<file path="src/rtl/pipelined_cla_adder.sv">
// pipelined_cla_adder: WIDTH-bit add/sub, one SLICE-bit CLA slice per stage, valid/ready with back-pressure
module pipelined_cla_adder #(
  parameter int WIDTH = 16,
  parameter int SLICE = 4
) (
  input  logic             clk,
  input  logic             rst,
  input  logic             in_valid,
  output logic             in_ready,
  input  logic [WIDTH-1:0] a,
  input  logic [WIDTH-1:0] b,
  input  logic             cin,
  input  logic             sub,
  output logic             out_valid,
  input  logic             out_ready,
  output logic [WIDTH-1:0] s,
  output logic             cout,
  output logic             ovf
);
  localparam int STAGES = WIDTH / SLICE;
  logic advance;
  assign advance = ~out_valid | out_ready;
  assign in_ready = advance;
  for (genvar k = 0; k < STAGES; k++) begin : g_st
    localparam int LO = k * SLICE;
    localparam int HI = LO + SLICE;
    logic [WIDTH-1:LO] ao, bo;
    logic ci, vi;
    logic [SLICE:0] c;
    logic [SLICE-1:0] g, p, sm;
    logic [HI-1:0] rn, r_q;
    logic v_q, c_q;
    if (k == 0) begin : g_in
      assign ao = a;
      assign bo = b ^ {WIDTH{sub}};
      assign ci = sub | cin;
      assign vi = in_valid;
      assign rn = sm;
    end else begin : g_in
      assign ao = g_st[k-1].g_up.a_q;
      assign bo = g_st[k-1].g_up.b_q;
      assign ci = g_st[k-1].c_q;
      assign vi = g_st[k-1].v_q;
      assign rn = {sm, g_st[k-1].r_q};
    end
    assign g = ao[LO +: SLICE] & bo[LO +: SLICE];
    assign p = ao[LO +: SLICE] | bo[LO +: SLICE];
    always_comb begin
      c[0] = ci;
      for (int i = 0; i < SLICE; i++) c[i+1] = g[i] | (p[i] & c[i]);
    end
    assign sm = ao[LO +: SLICE] ^ bo[LO +: SLICE] ^ c[SLICE-1:0];
    // data regs load only for valid beats so outputs stay 0 until the first result
    always_ff @(posedge clk or posedge rst)
      if (rst) begin
        v_q <= 1'b0;
        c_q <= 1'b0;
        r_q <= '0;
      end else if (advance) begin
        v_q <= vi;
        if (vi) begin
          c_q <= c[SLICE];
          r_q <= rn;
        end
      end
    if (k < STAGES - 1) begin : g_up
      logic [WIDTH-1:HI] a_q, b_q;
      always_ff @(posedge clk or posedge rst)
        if (rst) begin
          a_q <= '0;
          b_q <= '0;
        end else if (advance && vi) begin
          a_q <= ao[WIDTH-1:HI];
          b_q <= bo[WIDTH-1:HI];
        end
    end
  end
  always_ff @(posedge clk or posedge rst)
    if (rst) ovf <= 1'b0;
    else if (advance && g_st[STAGES-1].vi) ovf <= g_st[STAGES-1].c[SLICE] ^ g_st[STAGES-1].c[SLICE-1];
  assign out_valid = g_st[STAGES-1].v_q;
  assign s = g_st[STAGES-1].r_q;
  assign cout = g_st[STAGES-1].c_q;
endmodule

</file>
<file path="config.mk">
export PLATFORM = sky130hd
export DESIGN_NAME = pipelined_cla_adder
export DESIGN_NICKNAME = d
export VERILOG_FILES = /design/src/rtl/pipelined_cla_adder.sv
export SDC_FILE = /design/constraint.sdc
export NUM_CORES = 1
export LEC_CHECK = 0
export BUFFER_PORTS_ARGS = -buffer_cell sky130_fd_sc_hd__buf_2
export CORE_ASPECT_RATIO = 0.9
export CORE_MARGIN = 2
export CORE_UTILIZATION = 40
export DETAILED_ROUTE_END_ITERATION = 6
export PLACE_DENSITY_LB_ADDON = 0.1
export SETUP_SLACK_MARGIN = 0.3
export SYNTH_ARGS = -nofsm -noshare
export SYNTH_HDL_FRONTEND = slang
export SYNTH_SLANG_ARGS = --single-unit
</file>
<file path="constraint.sdc">
create_clock -name clk -period 2.96 [get_ports clk]
set_input_delay 0.592 -clock clk [delete_from_list [all_inputs] [get_ports clk]]
set_output_delay 0.592 -clock clk [all_outputs]
set_load 0.05 [all_outputs]
</file>
==> impl_metrics.env, run 1 <==
export IMPL_status="finished with violations"
export IMPL_violations="DRC"
export IMPL_worst_ep_arrival_time_ns=2.63
export IMPL_nets=420
export IMPL_hpwl_mm=5.29
export IMPL_cellLeakagePower_uw=0.00228
export IMPL_cts_hold_buf=0
export IMPL_grt_first_pass_wirelength_mm=13.2
export IMPL_final_common_cell="dfrtp_1"
export IMPL_numPortBuffers=57
export IMPL_r2r_cells=6
export IMPL_fin_ws_ns=0.542
export IMPL_layout_common_cells="dfrtp_1, buf_2, mux2_2"
export IMPL_end_kind="flop"
export IMPL_wl_per_cell_um=15.8
export IMPL_cts_made_buffers=9
export IMPL_antenna_cells=0
export IMPL_multi_input_area_um2=1610
export IMPL_clock_sinks=97
export IMPL_worst_r2r_setup_slack_ns=0.64
export IMPL_max_slew_margin=0.569
export IMPL_root_buffer="clkbuf_16"
export IMPL_stdcell_count=498
export IMPL_dpl_cell_count=484
export IMPL_finalSetupTns_ns=0
export IMPL_syn_area_per_cell_um2=13.8
export IMPL_critPathLaunch="sub"
export IMPL_cp_start_kind="primary input"
export IMPL_drc=3
export IMPL_insertion_delay_ns=0.33
export IMPL_ant_nets=0
export IMPL_crit_fanout=3
export IMPL_cts_htree_levels=3
export IMPL_cap_violations=0
export IMPL_fill_cells=939
export IMPL_io_pins=58
export IMPL_cts_tree="yes"
export IMPL_syn_area_um2=4280
export IMPL_worstMarginPinSlew_ns=0.645
export IMPL_drive_gt1_frac=0.398
export IMPL_synth_seq_cells=97
export IMPL_ff_latch_area_um2=2430
export IMPL_cts_reportedPaths_clkPinSlew_ns=0.07
export IMPL_total_power_uw=5790
export IMPL_globalRouteTotalUtil=0.150
export IMPL_rows=35
export IMPL_syn2layout_area_growth_pct=16.6
export IMPL_r2r_end="g_st[1].r_q[7]$_DFFE_PP0P_"
export IMPL_fmax_ghz=0.413
export IMPL_grt_overflow_total=0
export IMPL_ctsResizeCount=0
export IMPL_hp_class="primary input to asynchronous set/reset pin"
export IMPL_chipHeight_um=102
export IMPL_synth_cell_types=24
export IMPL_drt_wl_total_mm=7.88
export IMPL_setup_viol=0
export IMPL_via_count=2421
export IMPL_place_worst_setup_slack_ns=0.195
export IMPL_vdd_ir_drop_max_uv=337
export IMPL_die_x_um=113
export IMPL_clk_path_buf_depth=2
export IMPL_grt_max_degree=98
export IMPL_drt_vias_per_instance=4.86
export IMPL_maxSlewViolCount=0
export IMPL_syn_nets=365
export IMPL_place_congestion=0.753
export IMPL_hold_ws_ns=0.369
export IMPL_period_share=0.817
export IMPL_initial_core_util=0.414
export IMPL_hold_violations=0
export IMPL_rr_startpoint="g_st[0].c_q$_DFFE_PP0P_"
export IMPL_core_um2=10300
export IMPL_drtIter0Drc=132
export IMPL_rsz0062_at_grt="false"
export IMPL_path_class="primary input to flop"
export IMPL_cp_endpoint="g_st[0].r_q[3]$_DFFE_PP0P_"
export IMPL_dieArea_um2=11500
export IMPL_postCtsSetupRepairBufs=0
export IMPL_powerDensity_nw_per_um2=1160
export IMPL_critPathRequiredTime_ns=3.17
export IMPL_synthCells=311
export IMPL_seq_area_frac_synth=0.567
export IMPL_finClkSkew_ns=0.0105
export IMPL_antenna_found_initial=1
export IMPL_grt_pass1_vias=2528
export IMPL_min_period_ns=2.42
export IMPL_synth_warnings=0
export IMPL_drtPass1Iterations=6
[routing by layer]
| metal | vias to the layer above | GRT usage | part of all wire |
|---|---|---|---|
| li1 | 1142 | - | - |
| met1 | 1228 | 0.212 | 0.50 |
| met2 | 41 | 0.228 | 0.45 |
| met3 | 8 | 0.0463 | 0.038 |
| met4 | 2 | 0.0366 | 0.0095 |
| met5 | - | 0 | 0.0020 |
[logic make-up (layout without fill, tap and decap cells)]
| kind of cell | count (synthesis) | count (layout) | synth area share |
|---|---|---|---|
| xor+xnor | 17 | 17 | 0.0348 |
| buf+inv | 52 | 110 | 0.0593 |
| simple gates | 16 | 16 | 0.0219 |
| fa+ha+maj | 16 | 16 | 0.0748 |
| compound gates | 45 | 45 | 0.0550 |
| mux | 68 | 68 | 0.187 |
| flops | 97 | 97 | 0.567 |
[Yosys cell counts, drive strengths merged]
cell     n  area (µm²)
and2     1        8.76
mux2    63         751
buf     14         111
o21ai   11        55.1
nand2    4        27.5
a31oi    8        50.1
dfrtp   97        2430
nand3    9        45.0
mux2i    5        50.1
inv     34         128
a21oi   26         130
xor2     7        61.3
xnor2   10        87.6
clkbuf   4        15.0
or2      1        6.26
nand2b   1        6.26
fa      16         320
[worst max-delay path, cell delays in order]
cell and delay, ns:
buf_2 0.12, or2_4 0.23, fa_2 0.39, fa_2 0.34
inv_2 0.06, fa_1 0.16, inv_1 0.05, fa_1 0.43
mux2_4 0.26
[area by class of cell]
type | count | area share
clock buffer | 9 | 0.0451
clock inverter | 5 | 0.0208
inverter | 34 | 0.0263
multi-input combinational | 162 | 0.322
sequential | 97 | 0.486
tap | 129 | 0.0323
timing repair buffer | 62 | 0.0672
[worst min path at each step]
stage                                           from                          endpoint  slack [ns]  cells past startpoint
finish                                           rst                  s[5]$_DFFE_PP0P_        0.37                      3
global route                                     rst                  s[5]$_DFFE_PP0P_        0.44                      3
CTS                                              rst                  s[5]$_DFFE_PP0P_        0.43                      3
detailed placement                   ovf$_DFFE_PP0P_                   ovf$_DFFE_PP0P_        0.49                      1
global placement                    s[5]$_DFFE_PP0P_                  s[5]$_DFFE_PP0P_        0.48                      1
floorplan           g_st[0].g_up.b_q[14]$_DFFE_PP0P_  g_st[1].g_up.b_q[14]$_DFFE_PP0P_        0.46                      1
[sequential cells by signal, summed over array words and instances (netlist names)]
signal         flops
cout               1
g_st.c_q           3
g_st.g_up.a_q     24
g_st.g_up.b_q     24
g_st.r_q          24
g_st.v_q           3
out_valid          1
ovf                1
s                 16
[metrics by stage]
stage | util | cell area, µm²
6_report | 0.483 | 4990
5_1_grt | 0.483 | 4990
4_1_cts | 0.483 | 4990
3_5_place_dp | 0.451 | 4660
3_3_place_gp | 0.451 | 4660
2_1_floorplan | - | 4310
[power by group]
part,switching [µW],internal (µW)
logic,1270,969
clock network,479,818
registers,317,1930
No activity file was read; power rests on OpenSTA's default activity.
==> run 2, diff against run 1 <==
- ABC_AREA: not set -> 1
- clock period: 2.96 -> 2.3 ns (I/O delays scaled with it)
==> run 2 against run 1 <==
Against the previous run:
- the flow now finishes without violations
- critical path depth fell by 2
- sequential share of layout area fell by 3.4 points
- clock skew fell by 0.0017 ns
- register-to-register slack got worse by 0.61 ns
- worst hold slack got worse by 0.14 ns
- flip-flop and latch count did not move
- count of clock-buffer cells in the layout rose by 1
- setup slack got worse by 0.51 ns
- critical path type is now flop to flop
- critical endpoint is now g_st[1].r_q[7]$_DFFE_PP0P_
==> impl_metrics.env, run 2 <==
export IMPL_grt_overflow_total=0
export IMPL_crit_fanout=2
export IMPL_layout_common_cells="nand2_1, dfrtp_1, nand3_1"
export IMPL_final_cell_area_um2=5370
export IMPL_drc=0
export IMPL_path_depth=7
export IMPL_powerDensity_nw_per_um2=1300
export IMPL_chipHeight_um=105
export IMPL_utilization=0.489
export IMPL_synth_edf_count=0
export IMPL_p_sw_uw=2800
export IMPL_period_share=0.988
export IMPL_final_common_cell="nand2_1"
export IMPL_cap_violations=0
export IMPL_worst_ep_arrival_time_ns=2.50
export IMPL_slowest_delay_ns=0.51
export IMPL_cts_made_buffers=9
export IMPL_ant_nets=0
export IMPL_seq_area_frac_synth=0.532
export IMPL_multi_input_area_um2=1820
export IMPL_dieArea_um2=12300
export IMPL_yosys_most_used_dff="dfrtp_1"
export IMPL_cts_hold_buf=0
export IMPL_grt_max_degree=98
export IMPL_place_congestion=0.739
export IMPL_finClkSkew_ns=0.00879
export IMPL_syn_nets=579
export IMPL_numPortBuffers=57
export IMPL_rows=36
export IMPL_netlist_top_cells_count="nand2_1, dfrtp_1, nand3_1"
export IMPL_cellLeakagePower_uw=0.00296
export IMPL_drtPass1Iterations=4
export IMPL_grt_pass1_vias=3293
export IMPL_ff_latch_area_um2=2430
export IMPL_status="completed"
export IMPL_syn2layout_area_growth_pct=17.7
export IMPL_synth_warnings=0
export IMPL_setup_viol=0
export IMPL_syn_area_um2=4560
export IMPL_globalRouteTotalUtil=0.163
export IMPL_synth_most_common_cell="nand2_1"
export IMPL_drive_gt1_frac=0.215
export IMPL_hold_violations=0
export IMPL_drt_vias_per_instance=4.48
export IMPL_synth_largest_area_cell="dfrtp_1"
export IMPL_die_x_um=117
export IMPL_io_pins=58
export IMPL_power_frac_clock=0.217
export IMPL_combPwrFrac=0.369
export IMPL_nets=634
export IMPL_critPathRequiredTime_ns=2.53
export IMPL_worst_r2r_setup_slack_ns=0.03
export IMPL_cts_tree="yes"
export IMPL_r2r_cells=7
export IMPL_synth_seq_cells=97
export IMPL_grt_first_pass_wirelength_mm=15.9
export IMPL_fmax_ghz=0.440
export IMPL_antenna_cells=0
export IMPL_r2r_end="g_st[1].r_q[7]$_DFFE_PP0P_"
export IMPL_path_class="flop to flop"
export IMPL_worstMarginPinSlew_ns=0.677
export IMPL_cp_common_cell="fa_2"
export IMPL_vdd_ir_drop_max_uv=459
export IMPL_critical_path_slowest_cell="fa_2"
export IMPL_reg_top3="g_st.g_up.a_q: 24 flops, g_st.g_up.b_q: 24 flops, g_st.r_q: 24 flops"
export IMPL_critPathLaunch="g_st[0].c_q$_DFFE_PP0P_"
export IMPL_wl_per_cell_um=12.0
export IMPL_initial_core_util=0.415
export IMPL_rr_startpoint="g_st[0].c_q$_DFFE_PP0P_"
export IMPL_p_seq_frac=0.414
export IMPL_finalSetupTns_ns=0
export IMPL_drt_wl_total_mm=8.86
export IMPL_dpl_cell_area_um2=4990
export IMPL_min_period_ns=2.27
export IMPL_synthDominantCellAreaShare=0.532
export IMPL_antenna_found_initial=0
export IMPL_cts_htree_levels=3
export IMPL_hpwl_mm=6.24
export IMPL_hp_class="primary input to asynchronous set/reset pin"
export IMPL_cp_endpoint="g_st[1].r_q[7]$_DFFE_PP0P_"
export IMPL_core_um2=11000
export IMPL_cts_reportedPaths_clkPinSlew_ns=0.07
export IMPL_cp_num_buf_inv=1
export IMPL_cp_top_family="adder cells"
export IMPL_drtIter0Drc=187
export IMPL_synthCells=525
export IMPL_insertion_delay_ns=0.34
export IMPL_synthArstFlopShare=1.00
export IMPL_maxSlewViolCount=0
export IMPL_via_count=3300
export IMPL_rsz0062_at_grt="true"
export IMPL_end_kind="flop"
export IMPL_critical_path_cell_chain="inv_2, fa_2, fa_2, fa_2, fa_2, nand3b_1, nand2_1"
export IMPL_ys_top_cells_by_area="dfrtp_1, nand2_1, nand3_1"
export IMPL_syn_area_per_cell_um2=8.69
export IMPL_switching_share=0.402
export IMPL_clock_sinks=97
export IMPL_clk_path_buf_depth=2
export IMPL_synth_cell_types=17
export IMPL_max_slew_margin=0.549
export IMPL_root_buffer="clkbuf_16"
export IMPL_fill_cells=1129
export IMPL_p_int_uw=4160
export IMPL_cp_start_kind="flop"
run 2: cell types whose count changed in the layout (fill, tap and decap cells not counted), moves of 14 or more:
| cell | before | now |
|---|---|---|
| fa_2 | 2 | 16 |
| fa_1 | 14 | 0 |
| nand3_1 | 9 | 66 |
| mux2_2 | 51 | 0 |
| a21oi_1 | 26 | 2 |
| nand2_1 | 1 | 241 |
run 2: final cells by class:
| cell class | count | area share |
|---|---|---|
| inverter | 46 | 0.0328 |
| tap | 152 | 0.0354 |
| multi-input combinational | 352 | 0.338 |
| clock buffer | 10 | 0.0445 |
| timing repair buffer | 74 | 0.0846 |
| clock inverter | 6 | 0.0123 |
| sequential | 97 | 0.452 |
run 2: power by group through the flow:
stage          registers (µW)  logic [µW]  clock network, µW
3_5_place_dp             2900        2560                  0
4_1_cts                  2880        2580               1550
5_1_grt                  2980        2960               1620
2_1_floorplan            3220        1650                  0
6_report                 2880        2570               1510
3_3_place_gp             2880        2500                  0
run 2: kinds of logic after synthesis:
kind of cell / Yosys count / synth area share
fa+ha+maj: 16 / 0.0702
buf+inv: 76 / 0.0842
compound gates: 3 / 0.00329
xor+xnor: 4 / 0.00768
flops: 97 / 0.532
simple gates: 329 / 0.303
run 2: worst min path at each step:
stage	depth (start not counted)	slack, ns	to
floorplan	2	0.44	g_st[0].g_up.a_q[4]$_DFFE_PP0P_
global placement	2	0.45	s[2]$_DFFE_PP0P_
detailed placement	2	0.45	s[3]$_DFFE_PP0P_
CTS	3	0.28	g_st[0].g_up.b_q[5]$_DFFE_PP0P_
global route	3	0.31	g_st[0].g_up.b_q[5]$_DFFE_PP0P_
finish	3	0.23	g_st[0].g_up.b_q[5]$_DFFE_PP0P_
run 2: through the flow:
stage               setup slack (ns)  total power [µW]  std cells  hold slack, ns
global placement              -0.198              5390        718           0.449
detailed placement            -0.210              5460        718           0.454
floorplan                     -0.251              4870        525           0.442
global route                 -0.0534              7560        737           0.311
CTS                           0.0286              7010        735           0.279
finish                        0.0276              6960        737           0.226
run 2: metal layers:
layer / vias up / share of wire / GRT usage
li1: 1715 / - / -
met1: 1514 / 0.50 / 0.230
met2: 63 / 0.45 / 0.255
met3: 8 / 0.036 / 0.0334
met4: 0 / 0.012 / 0.0479
met5: - / 0 / 0
run 2: worst register-to-register path, cell delays in order (launching register included):
cell	delay, ns
dfrtp_1	0.37
inv_2	0.05
fa_2	0.38
fa_2	0.35
fa_2	0.35
fa_2	0.51
nand3b_1	0.09
nand2_1	0.06
run 2: timing repair:
item	in CTS	in global routing
cloned	0	0
pin swaps	3	3
endpoints found under the setup margin	9	11
gates resized for setup	7	13
setup buffers	1	2
